--- src/rtl/ncpu32k_lsu_pkg.sv ---
`default_nettype none
//------------------------------------------------------------------
// ncpu32k_lsu_pkg - access sizes and FSM encoding for the LSU. Rev 1.0
//------------------------------------------------------------------
package ncpu32k_lsu_pkg;

  localparam int NCPU_DW = 32;
  localparam int NCPU_AW = 32;

  localparam logic [2:0] NCPU_LSU_SZ_B = 3'd0;
  localparam logic [2:0] NCPU_LSU_SZ_H = 3'd1;
  localparam logic [2:0] NCPU_LSU_SZ_W = 3'd2;

  typedef enum logic [1:0] {
    S_IDLE = 2'd0,
    S_CMD  = 2'd1,
    S_RESP = 2'd2,
    S_WB   = 2'd3
  } lsu_state_t;

endpackage
`default_nettype wire

--- src/rtl/ncpu32k_lsu_align.sv ---
`default_nettype none
//------------------------------------------------------------------
// ncpu32k_lsu_align - alignment check, store lane replication, load extract. Rev 1.0
//------------------------------------------------------------------
module ncpu32k_lsu_align
  import ncpu32k_lsu_pkg::*;
#(
  parameter int DW = NCPU_DW
) (
  input  logic [1:0]    chk_addr_i,
  input  logic [2:0]    chk_size_i,
  input  logic [DW-1:0] st_wdat_i,
  output logic          misalign_o,
  output logic [DW-1:0] st_din_o,
  input  logic [1:0]    ld_addr_i,
  input  logic [2:0]    ld_size_i,
  input  logic          ld_sext_i,
  input  logic [DW-1:0] ld_raw_i,
  output logic [DW-1:0] ld_dat_o
);

  logic [7:0]  ld_byte;
  logic [15:0] ld_half;

  always_comb begin
    misalign_o = 1'b0;
    case (chk_size_i)
      NCPU_LSU_SZ_B: misalign_o = 1'b0;
      NCPU_LSU_SZ_H: misalign_o = chk_addr_i[0];
      NCPU_LSU_SZ_W: misalign_o = |chk_addr_i;
      default:       misalign_o = 1'b1;
    endcase
  end

  // Replicate narrow store data across every lane the dcache may select.
  always_comb begin
    st_din_o = st_wdat_i;
    case (chk_size_i)
      NCPU_LSU_SZ_B: st_din_o = {(DW/8){st_wdat_i[7:0]}};
      NCPU_LSU_SZ_H: st_din_o = {(DW/16){st_wdat_i[15:0]}};
      default:       st_din_o = st_wdat_i;
    endcase
  end

  always_comb begin
    ld_byte  = ld_raw_i[{ld_addr_i, 3'b000} +: 8];
    ld_half  = ld_addr_i[1] ? ld_raw_i[31:16] : ld_raw_i[15:0];
    ld_dat_o = ld_raw_i;
    case (ld_size_i)
      NCPU_LSU_SZ_B: ld_dat_o = {{(DW-8){ld_sext_i & ld_byte[7]}}, ld_byte};
      NCPU_LSU_SZ_H: ld_dat_o = {{(DW-16){ld_sext_i & ld_half[15]}}, ld_half};
      default:       ld_dat_o = ld_raw_i;
    endcase
  end

endmodule
`default_nettype wire

--- src/rtl/ncpu32k_lsu.sv ---
`default_nettype none
//------------------------------------------------------------------
// ncpu32k_lsu - blocking single-outstanding load/store unit in front of the dcache. Rev 1.0
//------------------------------------------------------------------
module ncpu32k_lsu
  import ncpu32k_lsu_pkg::*;
#(
  parameter int DW = NCPU_DW,
  parameter int AW = NCPU_AW
) (
  input  logic          clk,
  input  logic          rst,
  input  logic          lsu_in_valid,
  output logic          lsu_in_ready,
  input  logic          lsu_in_we,
  input  logic [AW-1:0] lsu_in_addr,
  input  logic [2:0]    lsu_in_size,
  input  logic          lsu_in_sext,
  input  logic [DW-1:0] lsu_in_wdat,
  input  logic [4:0]    lsu_in_rd,
  output logic          dcache_cmd_valid,
  input  logic          dcache_cmd_ready,
  output logic [AW-1:0] dcache_cmd_addr,
  output logic [2:0]    dcache_cmd_size,
  output logic          dcache_cmd_we,
  output logic [DW-1:0] dcache_din,
  input  logic          dcache_valid,
  output logic          dcache_ready,
  input  logic [DW-1:0] dcache_dout,
  output logic          lsu_wb_valid,
  input  logic          lsu_wb_ready,
  output logic          lsu_wb_we,
  output logic [4:0]    lsu_wb_rd,
  output logic [DW-1:0] lsu_wb_dat,
  output logic          lsu_exc_align,
  output logic [AW-1:0] lsu_exc_addr
);

  lsu_state_t    state_q;
  logic          in_ready_q;
  logic          we_q;
  logic          sext_q;
  logic [AW-1:0] addr_q;
  logic [2:0]    size_q;
  logic [4:0]    rd_q;
  logic          cmd_valid_q;
  logic          dc_ready_q;
  logic [DW-1:0] din_q;
  logic          wb_valid_q;
  logic          wb_we_q;
  logic [DW-1:0] wb_dat_q;
  logic          exc_q;
  logic [AW-1:0] exc_addr_q;

  logic          misalign;
  logic [DW-1:0] st_din_d;
  logic [DW-1:0] ld_dat_d;

  // Alignment checks use the op being presented; load extraction uses the latched op.
  ncpu32k_lsu_align #(
    .DW (DW)
  ) u_align (
    .chk_addr_i (lsu_in_addr[1:0]),
    .chk_size_i (lsu_in_size),
    .st_wdat_i  (lsu_in_wdat),
    .misalign_o (misalign),
    .st_din_o   (st_din_d),
    .ld_addr_i  (addr_q[1:0]),
    .ld_size_i  (size_q),
    .ld_sext_i  (sext_q),
    .ld_raw_i   (dcache_dout),
    .ld_dat_o   (ld_dat_d)
  );

  always_ff @(posedge clk or posedge rst) begin
    if (rst) begin
      state_q     <= S_IDLE;
      in_ready_q  <= 1'b1;
      we_q        <= 1'b0;
      sext_q      <= 1'b0;
      addr_q      <= '0;
      size_q      <= '0;
      rd_q        <= '0;
      cmd_valid_q <= 1'b0;
      dc_ready_q  <= 1'b0;
      din_q       <= '0;
      wb_valid_q  <= 1'b0;
      wb_we_q     <= 1'b0;
      wb_dat_q    <= '0;
      exc_q       <= 1'b0;
      exc_addr_q  <= '0;
    end else begin
      case (state_q)
        S_IDLE: begin
          if (lsu_in_valid) begin
            in_ready_q <= 1'b0;
            we_q       <= lsu_in_we;
            sext_q     <= lsu_in_sext;
            addr_q     <= lsu_in_addr;
            size_q     <= lsu_in_size;
            rd_q       <= lsu_in_rd;
            if (misalign) begin
              state_q    <= S_WB;
              wb_valid_q <= 1'b1;
              wb_we_q    <= 1'b0;
              wb_dat_q   <= '0;
              exc_q      <= 1'b1;
              exc_addr_q <= lsu_in_addr;
            end else begin
              state_q     <= S_CMD;
              cmd_valid_q <= 1'b1;
              din_q       <= st_din_d;
            end
          end
        end
        S_CMD: begin
          if (dcache_cmd_ready) begin
            state_q     <= S_RESP;
            cmd_valid_q <= 1'b0;
            dc_ready_q  <= 1'b1;
          end
        end
        S_RESP: begin
          if (dcache_valid) begin
            state_q    <= S_WB;
            dc_ready_q <= 1'b0;
            din_q      <= '0;
            wb_valid_q <= 1'b1;
            wb_we_q    <= ~we_q;
            wb_dat_q   <= we_q ? '0 : ld_dat_d;
            exc_q      <= 1'b0;
          end
        end
        S_WB: begin
          if (lsu_wb_ready) begin
            state_q    <= S_IDLE;
            in_ready_q <= 1'b1;
            wb_valid_q <= 1'b0;
            wb_we_q    <= 1'b0;
            wb_dat_q   <= '0;
            exc_q      <= 1'b0;
            exc_addr_q <= '0;
          end
        end
        default: state_q <= S_IDLE;
      endcase
    end
  end

  assign lsu_in_ready     = in_ready_q;
  assign dcache_cmd_valid = cmd_valid_q;
  assign dcache_cmd_addr  = addr_q;
  assign dcache_cmd_size  = size_q;
  assign dcache_cmd_we    = we_q;
  assign dcache_din       = din_q;
  assign dcache_ready     = dc_ready_q;
  assign lsu_wb_valid     = wb_valid_q;
  assign lsu_wb_we        = wb_we_q;
  assign lsu_wb_rd        = rd_q;
  assign lsu_wb_dat       = wb_dat_q;
  assign lsu_exc_align    = exc_q;
  assign lsu_exc_addr     = exc_addr_q;

endmodule
`default_nettype wire

--- config.mk ---
export PLATFORM = sky130hd
export DESIGN_NAME = ncpu32k_lsu
export DESIGN_NICKNAME = d
export VERILOG_FILES = /design/src/rtl/ncpu32k_lsu_pkg.sv /design/src/rtl/ncpu32k_lsu_align.sv /design/src/rtl/ncpu32k_lsu.sv
export SDC_FILE = /design/constraint.sdc
export NUM_CORES = 1
export LEC_CHECK = 0
export CAP_MARGIN = 40
export CORE_AREA = 2 2 190 99
export DETAILED_ROUTE_END_ITERATION = 6
export DIE_AREA = 0 0 192 101
export DONT_BUFFER_PORTS = 1
export PLACE_DENSITY = 0.62
export SLEW_MARGIN = 20
export SYNTH_ARGS = -nofsm -noshare
export SYNTH_HDL_FRONTEND = slang
export SYNTH_SLANG_ARGS = --single-unit
--- constraint.sdc ---
create_clock -name clk -period 7.91 [get_ports clk]
set_input_delay 2.373 -clock clk [delete_from_list [all_inputs] [get_ports clk]]
set_output_delay 2.373 -clock clk [all_outputs]
set_load 0.01 [all_outputs]
* Yosys cells after proc, flatten, opt, wreduce, memory -nomap -nowiden
Cells that the tools add are included.
** Word-level totals
- Bits in registers :: 146
- Bits of input ports :: 112
- Output and inout port bits :: 143
** Cells by class
- Eq/ne operators :: 12
- Shifts and indexed selects :: 1
- Multiplexer cells :: 43
- Bitwise logic cells :: 3
- Reductions and logical operators :: 17
** Operator list (number)
- $mux 32 :: 10
- $pmux 32 s2 :: 4
- $pmux 32 s3 :: 1
- $shiftx 32x6->8 :: 1
- $mux 16 :: 1
- $reduce_and 4->1 :: 4
- $mux 1 :: 14
- $ne 2x2->1 const B :: 6
- $pmux 1 s3 :: 4
- $mux 2 :: 5
- $pmux 2 s4 :: 1
- $reduce_bool 2->1 :: 4
- $eq 3x1->1 const B :: 2
- $logic_not 3->1 :: 2
- $pmux 1 s2 :: 3
- $reduce_and 3->1 :: 2
- $reduce_and 5->1 :: 1
- $eq 2x2->1 const B :: 2
- $eq 3x2->1 const B :: 1
- $reduce_bool 3->1 :: 1
- $and 1x1->1 :: 2
- $eq 2x1->1 const B :: 1
- $logic_not 2->1 :: 1
- $reduce_and 2->1 :: 1
- other kinds (2) :: 2

* Longest topological paths before layout
- Word-level depth :: 6
- Depth in mapped cells :: 9
- Gate-level depth less buffers :: 6

* Cells and area by module
Synthesis repeated with hierarchy kept, for this count alone.
** Unflattened totals
- Cells, all modules :: 731
- Area total of the unflattened synthesis :: 7450.9 um^2
** By module, submodules not included
- ncpu32k_lsu :: instances 1, cells an instance 554, area an instance 6188.4 um^2, sequential area each 3654.8 um^2
- ncpu32k_lsu_align :: instances 1, cells an instance 177, area an instance 1262.5 um^2, sequential area each 0.0 um^2

* Worst setup path after synthesis
No wires, ideal clock.
- Kind :: in2reg
- From :: in lsu_in_size[2]
- To :: reg din_q[0] (netlist: dcache_din[0])
- Library setup time :: 125 ps
- Arrival :: 3656 ps
- Required time :: 7785 ps
- Setup slack :: 4129 ps
- Stages :: 5
- Buffers on the path :: 1
- Cells stage by stage :: or4b_1 > o311ai_2 > o211ai_4 > buf_6 > mux2_4
** Between the ends
- Cells in the longest elaborated chain, start to end :: 4
- Elaborated cells between the ends (all ways) :: 6
** RTL lines
- from (decl) :: line ncpu32k_lsu.sv:17 : input logic [2:0] lsu_in_size,
- $eq 3x2->1, or another cell as far along :: line ncpu32k_lsu_align.sv:27 : case (chk_size_i)
- $pmux 1 s3 * :: line ncpu32k_lsu_align.sv:27
- $ne 2x2->1 (no line) *
- $reduce_and 4->1 (no line) *
- to (signal assigned) :: line ncpu32k_lsu.sv:112 : din_q <= st_din_d;
- to (decl) :: line ncpu32k_lsu.sv:48 : logic [DW-1:0] din_q;
Every way passes the cells marked *; elsewhere a longest branch is shown, timed or not.
A chain may end at the register's enable or synchronous reset.

* Final worst setup path
- From :: reg size_q[0] (netlist: dcache_cmd_size[0])
- To :: out dcache_cmd_size[0]
** RTL lines
- from (decl) :: line ncpu32k_lsu.sv:44 : logic [2:0] size_q;
- from (signal assigned) :: line ncpu32k_lsu.sv:100 : size_q <= lsu_in_size;
- to (decl) :: line ncpu32k_lsu.sv:24 : output logic [2:0] dcache_cmd_size,
No word-level cell between the ends.

==> flow_metrics.tcl <==
set metrics [dict create \
    outcome "finished, final reports clean" \
    grt-busiest-layer "met2" \
    synth-main-ff-cell "dfrtp_1" \
    wl_per_cell_um 24.2 \
    fin_setup_tns_ns 0 \
    cp.arrival_ns 1.24 \
    whs_path_depth 1 \
    synth_cell_types 49 \
    rrSetupSlack_ns 5.31 \
    slew_viol_final 0 \
    use_met1_pct 26.2 \
    setup_viol 0 \
    fillers 1624 \
    yosys_warnings 0 \
    hold_buffers 0 \
    syn_inst 557 \
    routed_wl_um 19300 \
    synth-edff-count 0 \
    rows 35 \
    diodes 0 \
    grt_start_max_net_pins 93 \
    hp-class "register to register" \
    antenna_found_initial 0 \
    grt_use_total_pct 19.7 \
    cts_tree "yes" \
    hold_viol 0 \
    clock_path_buffers 2 \
    cts-resized-gates 0 \
    period_needed_ns 3.61 \
    peakVddDrop_uv 193 \
    synth-xor-area-share_pct 0 \
    nNetsFinal 660 \
    h-tree-depth 4 \
    reg2reg_to "lsu_exc_addr[24]$_DFFE_PP0P_" \
    synthesis.nets 674 \
    max_clock_freq_mhz 277 \
    path_clk_slew_ns 0.07 \
    dieWidth_um 192 \
    powerDensity_nw_per_um2 474 \
    postCtsSetupRepairBufs 0 \
    final_area_um2 7800 \
    netlist_top_cells_area "dfrtp_1 (52%), mux2_2 (8.1%), mux2_4 (6.5%)" \
    dp_hpwl_um 13900 \
    grt_pass1_wl_um 28900 \
    synth-seq-area-share_pct 52.5 \
    hp-start "sext_q$_DFFE_PP0P_" \
    grt.met2_usage_pct 28.7 \
    path_max_fanout 21 \
    synth_top_area_share_pct 52.2 \
    crit_required_ns 5.54 \
    grt_pass1_vias 4915 \
    grtUsageMet3_pct 9.05 \
    critPathKind "register to primary output" \
    critPathLaunchType "register" \
    leakage_nw 3.55 \
    synth_top_family_by_area "multiplexers" \
    route.detailed.drc 0 \
    dpl_cell_area_um2 7170 \
    synth.avg_cell_area_um2 12.5 \
    crit_path_end_kind "primary output" \
    die_area_um2 19400 \
    ant_nets 0 \
    syn_area_um2 6960 \
    synth_compound_area_share_pct 17.7 \
    reg2reg_depth 6 \
    clock_sinks 146 \
    grt_overflow 0 \
    clock_latency_ns 0.42 \
    initial_core_util_pct 38.9 \
    worst_pin_slew_ns 0.732 \
    dieHeight_um 101 \
    synthAdderAreaFrac_pct 0.899 \
    cts_buffers 17 \
    synth_most_common_cell "dfrtp_1" \
    synth-seq-cells 146 \
    pin_count 255 \
    cts_root_buf "clkbuf_16" \
    rr_startpoint "state_q[0]$_DFFE_PP0P_" \
    core-area_um2 17900 \
    rsz0062_at_grt "false" \
    drive_above_1_share_pct 27.3 \
    synth_common_cells "dfrtp_1 (145), mux2_2 (50), a22o_1 (46)" \
    min_to "sext_q$_DFFE_PP0P_" \
    via_count 4772 \
    drt_iter0_markers 280 \
    skew_ns 0.0137 \
    gp_congestion 0.893 \
    relSlewSlack_pct 51.0 \
    viasPerCell 5.99 \
    synth_top_area_cell "dfrtp_1" \
    drtPass1Iterations 5 \
    layout-area-overhead-vs-synth_pct 12.1 \
    synthSimpleGateAreaFrac_pct 7.00 \
    maxCapViolations 0 \
    synthArstFlopShare_pct 100 \
    portBuffers 0 \
    period_share_pct 45.6 \
    synthMuxAreaShare_pct 18.1 \
]
## power breakdown
part | switching (mW) | internal, mW
logic | 0.658 | 0.670
registers | 0.460 | 1.09
clock network | 0.336 | 0.489
## cell type report
type	count	area [um^2]	area share [%]
Inverter	12	50.0	0.642
Tap cell	240	300	3.85
Sequential cell	146	3650	46.9
Clock buffer	20	457	5.85
Multi-Input combinational cell	355	3070	39.4
Clock inverter	12	145	1.86
Timing Repair Buffer	11	120	1.54
## worst max-delay path by stage
stage,start,end,slack (ns),cells past startpoint
2_1_floorplan,rst,dcache_cmd_addr[0]$_DFFE_PP0P_,1.62,1
3_3_place_gp,lsu_in_valid,lsu_exc_addr[2]$_DFFE_PP0P_,3.04,4
3_5_place_dp,lsu_in_size[2],dcache_din[25]$_DFFE_PP0P_,3.89,5
4_1_cts,dcache_cmd_addr[0]$_DFFE_PP0P_,dcache_cmd_addr[0],4.28,0
5_1_grt,dcache_cmd_addr[0]$_DFFE_PP0P_,dcache_cmd_addr[0],4.22,0
6_report,dcache_cmd_size[0]$_DFFE_PP0P_,dcache_cmd_size[0],4.30,0
## logic make-up after synthesis
group	after synthesis
AOI/OAI and AO/OA	159
adders and majority gates	5
buffers and inverters	56
DFF	146
muxes	96
and+or+nand+nor	95
## through the flow
step / setup slack (ns) / utilization, % / std cells / power, mW / hold slack [ns]
global placement: 3.04 / 39.9 / 760 / 2.81 / 0.516
finish: 4.30 / 43.7 / 796 / 3.70 / 0.537
detailed placement: 3.89 / 40.1 / 763 / 2.88 / 0.525
CTS: 4.28 / 43.5 / 795 / 3.72 / 0.540
global route: 4.22 / 43.7 / 796 / 3.91 / 0.574
floorplan: 1.62 / - / 557 / 2.56 / 0.486
## metal layers
metal	part of all wire [%]	wire, um	up-vias
met5	0	0	-
met1	43	8230	2441
li1	-	-	2047
met2	43	8330	259
met4	1.2	238	0
met3	13	2450	25
## sequential cells by signal, summed over array words and instances (netlist names)
name and count:
dcache_cmd_addr 32, dcache_din 32, lsu_exc_addr 32, lsu_wb_dat 32, lsu_wb_rd 5, dcache_cmd_size 3
state_q 2, dcache_cmd_valid 1, dcache_cmd_we 1, dcache_ready 1, lsu_exc_align 1, lsu_in_ready 1
lsu_wb_valid 1, lsu_wb_we 1, sext_q 1
## placed cells by master (no fill, tap or decap), types with 4 or more instances in the layout
cell / instances
clkbuf_16: 17
a21oi_1: 28
a22o_1: 46
mux2i_1: 9
o22ai_1: 7
o31ai_1: 7
a211oi_1: 8
nand2_1: 33
nor2_1: 14
ha_1: 5
dfrtp_1: 145
mux2_4: 30
nand2b_1: 7
o21ai_0: 11
mux2_2: 50
nor2b_1: 9
inv_1: 10
mux4_2: 7
a32oi_1: 7
inv_6: 5
a32o_1: 18
a21o_1: 17
nor3_1: 4
or2_2: 9
buf_4: 7
## worst reg2reg max path: cells and delay by family, from the launching register on
family                   cells  cell delay [ns]
AO/OA/AOI/OAI                2             0.67
adder cells (fa/ha/maj)      1             0.41
buffers and inverters        1             0.13
flip-flops                   1             0.40
AND/OR/NAND/NOR              2             0.88
Note: power is estimated with default switching activity, not from simulation.
